## src/rtl/opcode_pkg.sv

```systemverilog
// Shared encodings for the 3-bit opcode machine: opcodes, combo selectors,
// FSM states and the instruction-pointer width helper.
package opcode_pkg;

    localparam logic [2:0] OP_ADV = 3'd0;
    localparam logic [2:0] OP_BXL = 3'd1;
    localparam logic [2:0] OP_BST = 3'd2;
    localparam logic [2:0] OP_JNZ = 3'd3;
    localparam logic [2:0] OP_BXC = 3'd4;
    localparam logic [2:0] OP_OUT = 3'd5;
    localparam logic [2:0] OP_BDV = 3'd6;
    localparam logic [2:0] OP_CDV = 3'd7;

    localparam logic [2:0] CMB_A   = 3'd4;
    localparam logic [2:0] CMB_B   = 3'd5;
    localparam logic [2:0] CMB_C   = 3'd6;
    localparam logic [2:0] CMB_RSV = 3'd7;

    typedef enum logic [1:0] {
        ST_IDLE  = 2'd0,
        ST_RUN   = 2'd1,
        ST_HALT  = 2'd2,
        ST_ABORT = 2'd3
    } state_t;

    // One extra bit so that stepping past the end of the store is still representable.
    function automatic int ip_width(input int depth);
        return $clog2(depth) + 1;
    endfunction

endpackage

```

## src/rtl/opcode_core_out_fifo.sv

```systemverilog
// Small output FIFO with push/pop/flush; head value reads as zero when empty.
module out_fifo #(
    parameter int WIDTH = 3,
    parameter int DEPTH = 4
) (
    input  logic             clk,
    input  logic             rstn,
    input  logic             push,
    input  logic             pop,
    input  logic             flush,
    input  logic [WIDTH-1:0] wdata,
    output logic [WIDTH-1:0] rdata,
    output logic             full,
    output logic             empty
);

    localparam int AW = $clog2(DEPTH);
    localparam int CW = AW + 1;

    logic [WIDTH-1:0] r_mem [DEPTH];
    logic [AW-1:0]    r_wr_ptr;
    logic [AW-1:0]    r_rd_ptr;
    logic [CW-1:0]    r_count;
    logic             w_do_push;
    logic             w_do_pop;

    assign full      = (r_count == CW'(DEPTH));
    assign empty     = (r_count == CW'(0));
    assign w_do_pop  = pop && !empty;
    assign w_do_push = push && (!full || w_do_pop);
    assign rdata     = empty ? WIDTH'(0) : r_mem[r_rd_ptr];

    // Pointer and occupancy tracking; flush wins over any same-cycle pop.
    always_ff @(posedge clk or negedge rstn) begin
        if (!rstn) begin
            r_wr_ptr <= AW'(0);
            r_rd_ptr <= AW'(0);
            r_count  <= CW'(0);
        end else if (flush) begin
            r_wr_ptr <= AW'(0);
            r_rd_ptr <= AW'(0);
            r_count  <= CW'(0);
        end else begin
            if (w_do_push) r_wr_ptr <= r_wr_ptr + AW'(1);
            if (w_do_pop)  r_rd_ptr <= r_rd_ptr + AW'(1);
            case ({w_do_push, w_do_pop})
                2'b10:   r_count <= r_count + CW'(1);
                2'b01:   r_count <= r_count - CW'(1);
                default: r_count <= r_count;
            endcase
        end
    end

    // Storage array; contents are don't-care until written.
    always_ff @(posedge clk) begin
        if (w_do_push && !flush) r_mem[r_wr_ptr] <= wdata;
    end

endmodule

```

## src/rtl/opcode_core.sv

```systemverilog
// 3-bit-opcode execute machine: program store, fetch/decode/execute of eight
// opcodes on A/B/C, buffered output stream and a step-limit watchdog.
module opcode_core
    import opcode_pkg::*;
#(
    parameter int REG_W      = 48,
    parameter int PROG_DEPTH = 16,
    parameter int OUT_DEPTH  = 4,
    parameter int MAX_STEPS  = 65535
) (
    input  logic                          clk,
    input  logic                          rstn,
    input  logic                          prog_we,
    input  logic [$clog2(PROG_DEPTH)-1:0] prog_addr,
    input  logic [2:0]                    prog_wdata,
    input  logic [$clog2(PROG_DEPTH):0]   prog_len,
    input  logic [REG_W-1:0]              init_a,
    input  logic [REG_W-1:0]              init_b,
    input  logic [REG_W-1:0]              init_c,
    input  logic                          start,
    output logic                          busy,
    output logic                          halted,
    output logic                          aborted,
    output logic [2:0]                    out_data,
    output logic                          out_valid,
    input  logic                          out_ready,
    output logic [REG_W-1:0]              reg_a,
    output logic [REG_W-1:0]              reg_b,
    output logic [REG_W-1:0]              reg_c
);

    localparam int PA_W = $clog2(PROG_DEPTH);
    localparam int IP_W = ip_width(PROG_DEPTH);
    localparam int SC_W = $clog2(MAX_STEPS + 1);

    logic [2:0]       r_mem [PROG_DEPTH];
    state_t           r_state, w_state_nxt;
    logic [IP_W-1:0]  r_ip, w_ip_nxt, r_len, w_len_nxt;
    logic [REG_W-1:0] r_a, r_b, r_c, w_a_nxt, w_b_nxt, w_c_nxt;
    logic [SC_W-1:0]  r_steps, w_steps_nxt;

    logic [IP_W-1:0]  w_ip1, w_ip2, w_lit_ip;
    logic [2:0]       w_opcode, w_operand;
    logic [REG_W-1:0] w_lit, w_combo, w_shift;
    logic             w_halt_chk, w_stall, w_exec, w_push, w_pop, w_start, w_last;
    logic             w_full, w_empty;

    assign w_ip1      = r_ip + IP_W'(1);
    assign w_ip2      = r_ip + IP_W'(2);
    assign w_opcode   = r_mem[r_ip[PA_W-1:0]];
    assign w_operand  = r_mem[w_ip1[PA_W-1:0]];
    assign w_lit      = REG_W'(w_operand);
    assign w_lit_ip   = IP_W'(w_operand);
    assign w_halt_chk = (w_ip1 >= r_len);
    // Compare the full combo value so large register operands cannot alias to small shifts.
    assign w_shift    = (w_combo >= REG_W'(REG_W)) ? REG_W'(0) : (r_a >> w_combo);

    assign w_pop   = !w_empty && out_ready;
    assign w_stall = (w_opcode == OP_OUT) && w_full && !w_pop;
    assign w_exec  = (r_state == ST_RUN) && !w_halt_chk && !w_stall;
    assign w_push  = w_exec && (w_opcode == OP_OUT);
    assign w_start = start && (r_state != ST_RUN);
    assign w_last  = (r_steps == SC_W'(MAX_STEPS - 1));

    assign busy      = (r_state == ST_RUN);
    assign halted    = (r_state == ST_HALT);
    assign aborted   = (r_state == ST_ABORT);
    assign out_valid = !w_empty;
    assign reg_a     = r_a;
    assign reg_b     = r_b;
    assign reg_c     = r_c;

    // Combo operand decode.
    always_comb begin
        w_combo = REG_W'(0);
        case (w_operand)
            CMB_A:   w_combo = r_a;
            CMB_B:   w_combo = r_b;
            CMB_C:   w_combo = r_c;
            CMB_RSV: w_combo = REG_W'(0);
            default: w_combo = w_lit;
        endcase
    end

    // Next-state logic for the run FSM.
    always_comb begin
        w_state_nxt = r_state;
        case (r_state)
            ST_IDLE, ST_HALT, ST_ABORT: begin
                if (w_start) w_state_nxt = ST_RUN;
                else         w_state_nxt = r_state;
            end
            ST_RUN: begin
                if (w_halt_chk)           w_state_nxt = ST_HALT;
                else if (w_exec && w_last) w_state_nxt = ST_ABORT;
                else                      w_state_nxt = ST_RUN;
            end
            default: w_state_nxt = ST_IDLE;
        endcase
    end

    // Datapath next values: load on start, otherwise execute one instruction.
    always_comb begin
        w_a_nxt     = r_a;
        w_b_nxt     = r_b;
        w_c_nxt     = r_c;
        w_ip_nxt    = r_ip;
        w_len_nxt   = r_len;
        w_steps_nxt = r_steps;
        if (w_start) begin
            w_a_nxt     = init_a;
            w_b_nxt     = init_b;
            w_c_nxt     = init_c;
            w_ip_nxt    = IP_W'(0);
            w_len_nxt   = prog_len;
            w_steps_nxt = SC_W'(0);
        end else if (w_exec) begin
            w_steps_nxt = r_steps + SC_W'(1);
            w_ip_nxt    = w_ip2;
            case (w_opcode)
                OP_ADV:  w_a_nxt  = w_shift;
                OP_BXL:  w_b_nxt  = r_b ^ w_lit;
                OP_BST:  w_b_nxt  = REG_W'(w_combo[2:0]);
                OP_JNZ:  w_ip_nxt = (r_a != REG_W'(0)) ? w_lit_ip : w_ip2;
                OP_BXC:  w_b_nxt  = r_b ^ r_c;
                OP_OUT:  w_a_nxt  = r_a;
                OP_BDV:  w_b_nxt  = w_shift;
                OP_CDV:  w_c_nxt  = w_shift;
                default: w_a_nxt  = r_a;
            endcase
        end else begin
            w_ip_nxt = r_ip;
        end
    end

    // Architectural state registers.
    always_ff @(posedge clk or negedge rstn) begin
        if (!rstn) begin
            r_state <= ST_IDLE;
            r_ip    <= IP_W'(0);
            r_len   <= IP_W'(0);
            r_a     <= REG_W'(0);
            r_b     <= REG_W'(0);
            r_c     <= REG_W'(0);
            r_steps <= SC_W'(0);
        end else begin
            r_state <= w_state_nxt;
            r_ip    <= w_ip_nxt;
            r_len   <= w_len_nxt;
            r_a     <= w_a_nxt;
            r_b     <= w_b_nxt;
            r_c     <= w_c_nxt;
            r_steps <= w_steps_nxt;
        end
    end

    // Program store is deliberately left unreset; writes are locked out during a run.
    always_ff @(posedge clk) begin
        if (prog_we && (r_state != ST_RUN)) r_mem[prog_addr] <= prog_wdata;
    end

    out_fifo #(
        .WIDTH (3),
        .DEPTH (OUT_DEPTH)
    ) u_out_fifo (
        .clk   (clk),
        .rstn  (rstn),
        .push  (w_push),
        .pop   (w_pop),
        .flush (w_start),
        .wdata (w_combo[2:0]),
        .rdata (out_data),
        .full  (w_full),
        .empty (w_empty)
    );

endmodule

```

## config.mk

```make
export PLATFORM = sky130hd
export DESIGN_NAME = opcode_core
export DESIGN_NICKNAME = d
export VERILOG_FILES = /design/src/rtl/opcode_pkg.sv /design/src/rtl/opcode_core_out_fifo.sv /design/src/rtl/opcode_core.sv
export SDC_FILE = /design/constraint.sdc
export NUM_CORES = 1
export LEC_CHECK = 0
export CELL_PAD_IN_SITES_DETAIL_PLACEMENT = 1
export CELL_PAD_IN_SITES_GLOBAL_PLACEMENT = 2
export CORE_UTILIZATION = 32
export DETAILED_ROUTE_END_ITERATION = 16
export PLACE_DENSITY_LB_ADDON = 0.1
export SETUP_SLACK_MARGIN = 0.5
export SYNTH_ARGS = -nofsm -noshare
export SYNTH_HDL_FRONTEND = slang
export SYNTH_HIERARCHICAL = 1
export SYNTH_SLANG_ARGS = --single-unit
```

## constraint.sdc

```tcl
create_clock -name clk -period 4.4 [get_ports clk]
set_clock_uncertainty 0.15 [all_clocks]
set_input_delay 0.44 -clock clk [delete_from_list [all_inputs] [get_ports clk]]
set_output_delay 0.44 -clock clk [all_outputs]
set_load 0.05 [all_outputs]
```

==> results.yml <==
outcome:
  status: "complete, but fails checks"
  violations: "setup timing"
floorplan:
  die_h_um: 230
  rows: 83
  io-pin-count: 312
  start_util_pct: 32.4
  die-area_mm2: 0.0529
  core_region_area_mm2: 0.0513
  fp.dieW_um: 230
placed_design:
  hpwl_um: 78300
  place.gp.congestion: 1.04
  port-buffer-count: 311
hold_path:
  min_from: "init_c[36]"
  whs_path_depth: 3
  hold_class: "input pin to flip-flop"
  hold_end: "reg_c[36]"
final_layout:
  layout.nets: 2821
  fillers: 5479
  synthToLayoutAreaGrowth_pct: 78.2
  diodes: 0
  layout-drive-gt1-share_pct: 42.5
clock_tree:
  cts_root_buf: "clkbuf_16"
  path_clk_slew_ns: 0.06
  cts_tree: "yes"
  clk_latency_ns: 0.63
  cts_buffers: 30
  htreeDepth: 1
  cts_buffer_depth: 3
  clock-sinks: 239
route:
  routed_wl_um: 108000
  first_iter_violations: 2126
  first_pass_iters: 5
  postRouteAntennaNets: 0
  via_count: 21000
  drc: 0
  wl_per_cell_um: 32.1
  vias_per_cell: 6.27
global_route:
  use_met2_pct: 60.7
  busiest_layer: "met2"
  grt_pass1_vias: 21400
  grt_use_met3_pct: 7.07
  antenna_found_initial: 5
  met1_usage_pct: 50.4
  grt_start_max_net_pins: 86
  track_usage_pct: 38.6
  grt_pass1_wl_um: 150000
  grt-ovfl-total: 0
worst_setup_path:
  crit_path_end_kind: "flip-flop"
  worstPathMaxFanout: 6
  timing.rr.start: "r_ip[0]"
  required_ns: 4.71
  r2r_setup_slack_ns: -0.14
  path_class: "flip-flop to flip-flop"
  worstSetupStartpointType: "flip-flop"
  arrival_ns: 4.85
  r2r_end: "reg_b[0]"
  rr_worst_depth: 19
yosys:
  syn_inst: 1862
  yosysWarnings: 6
  synth-seq-cells: 239
  syn_avg_cell_area_um2: 8.93
  yosysTopAreaCellShare_pct: 27.0
  synth_area_mm2: 0.0166
  synthFlopType: "dfrtp_1"
  yosys.cell_types.count: 96
  synthMostInstantiatedCell: "dfrtp_1"
  synth_seq_area_share_pct: 37.8
  netlist_top_cells_count: "dfrtp_1 (179), nand2_1 (175), nor2_1 (167), o21ai_0 (150), a21oi_1 (143)"
  ys_async_sr_fraction_pct: 74.9
  synth_top_area_cell: "dfrtp_1"
  synth_nets: 2037
  synth_edf_count: 60
  yosys-top-cells-area: "dfrtp_1 (27%), edfxtp_1 (11%), o21ai_0 (4.5%), mux4_2 (4.5%), a21oi_1 (4.3%)"
timing:
  hold_viol: 0
  period_needed_ns: 4.54
  worstMarginPinSlew_ns: 1.10
  rsz0062_at_grt: "true"
  period_share_pct: 103
  max_freq_mhz: 220
  setup_viol: 51
  maxSlewViolCount: 0
  hold_slack_ns: 0.211
  timing.final.ws_setup_ns: -0.142
  slew_headroom_pct: 26.2
flow_run:
  drv_cap: 0
## worst max-delay path by stage
stage	start	cells past startpoint	slack (ns)	end
3_5_place_dp	r_ip[1]	15	-0.50	reg_c[7]
3_3_place_gp	r_ip[0]	18	-0.36	reg_b[18]
5_1_grt	r_ip[0]	19	-0.24	reg_c[0]
4_1_cts	r_ip[0]	18	-0.09	reg_b[18]
6_report	r_ip[0]	19	-0.14	reg_b[0]
2_1_floorplan	r_ip[1]	14	0.48	u_out_fifo/r_count[2]
## logic make-up (layout without fill, tap and decap cells)
| family | Yosys count | after routing | synth area share (%) |
|---|---|---|---|
| buffers and inverters | 171 | 977 | 4.83 |
| multiplexers | 104 | 104 | 8.93 |
| adder cells (fa/ha/maj) | 14 | 14 | 1.10 |
| XOR/XNOR | 35 | 35 | 1.96 |
| flip-flops | 239 | 239 | 37.8 |
| AND/OR/NAND/NOR | 648 | 648 | 19.1 |
| AO/OA/AOI/OAI | 651 | 652 | 26.3 |
## timing repair
action / 4_1_cts / 5_1_grt
gates cloned: 5 / 1
setup buffers: 99 / 67
hold buffers: 1 / 0
hold endpoints to repair: 77 / 0
gates resized for setup: 555 / 311
setup endpoints to repair: 162 / 168
pin swaps: 146 / 141
## layer usage
metal,vias up,wire length [µm],share of wire (%)
li1,8729,-,-
met1,10700,43100,40
met2,1184,48900,45
met3,350,8650,8.0
met4,6,6890,6.4
met5,-,43,0.040
## critical path: stages (launching register included)
cell and delay (ns):
dfrtp_2 0.45, ha_4 0.29, buf_12 0.12, buf_12 0.10, mux4_2 0.53, a32oi_4 0.29, buf_6 0.19, a21oi_4 0.09
a2bb2oi_4 0.24, inv_4 0.09, buf_12 0.16, buf_12 0.13, buf_4 0.14, a211oi_1 0.33, a211o_1 0.18, o311ai_2 0.10
buf_4 0.17, o31a_1 0.34, o21ai_2 0.18, o211ai_1 0.11
## per-stage QoR
step / instances / utilization, % / cell area [µm²] / TNS (ns) / worst slack (ns)
6_report: 3349 / 57.7 / 29600 / -3.04 / -0.142
5_1_grt: 3349 / 57.7 / 29600 / -9.97 / -0.240
4_1_cts: 3281 / 54.1 / 27700 / -0.669 / -0.0949
3_5_place_dp: 3121 / 45.4 / 23300 / -26.00 / -0.496
3_3_place_gp: 3121 / 45.4 / 23300 / -15.95 / -0.358
2_1_floorplan: 1862 / - / 16700 / 0 / 0.480
## final cells by class
class	instances	area [µm²]	share of cell area (%)
Multi-Input combinational cell	1453	12600	42.6
Timing Repair Buffer	895	8680	29.3
Sequential cell	239	6280	21.2
Tap cell	680	851	2.87
Clock buffer	37	817	2.76
Clock inverter	18	251	0.849
Inverter	27	116	0.393
## placed cells by master (no fill, tap or decap), types with 12 or more instances in the layout
master,count
a21oi_1,102
a21oi_2,29
a21oi_4,14
a221oi_1,27
a22oi_1,18
a31oi_4,17
and2_1,12
and3_1,41
buf_12,40
buf_4,403
buf_6,120
buf_8,14
clkbuf_16,31
clkdlybuf4s50_1,310
dfrtp_1,177
edfxtp_1,60
inv_1,21
mux2i_1,24
mux2i_4,22
mux4_2,33
nand2_1,148
nand2_2,17
nand3_1,54
nand3_2,15
nand4_1,17
nor2_1,127
nor2_4,34
nor3_1,21
nor3b_1,26
nor4_1,23
o211ai_1,27
o21a_1,13
o21ai_0,65
o21ai_1,39
o21ai_2,67
xor2_1,29
## flip-flops by register name (all words and copies together), names as in the netlist
name                 count
u_out_fifo/r_count       3
r_state                  2
reg_b                   48
r_mem                   48
r_len                    5
reg_c                   48
r_ip                     5
u_out_fifo/r_rd_ptr      2
u_out_fifo/r_mem        12
reg_a                   48
r_steps                 16
u_out_fifo/r_wr_ptr      2
Power is not shown: default switching activity piles up to over one toggle a cycle in this logic, so the estimate is an artifact.
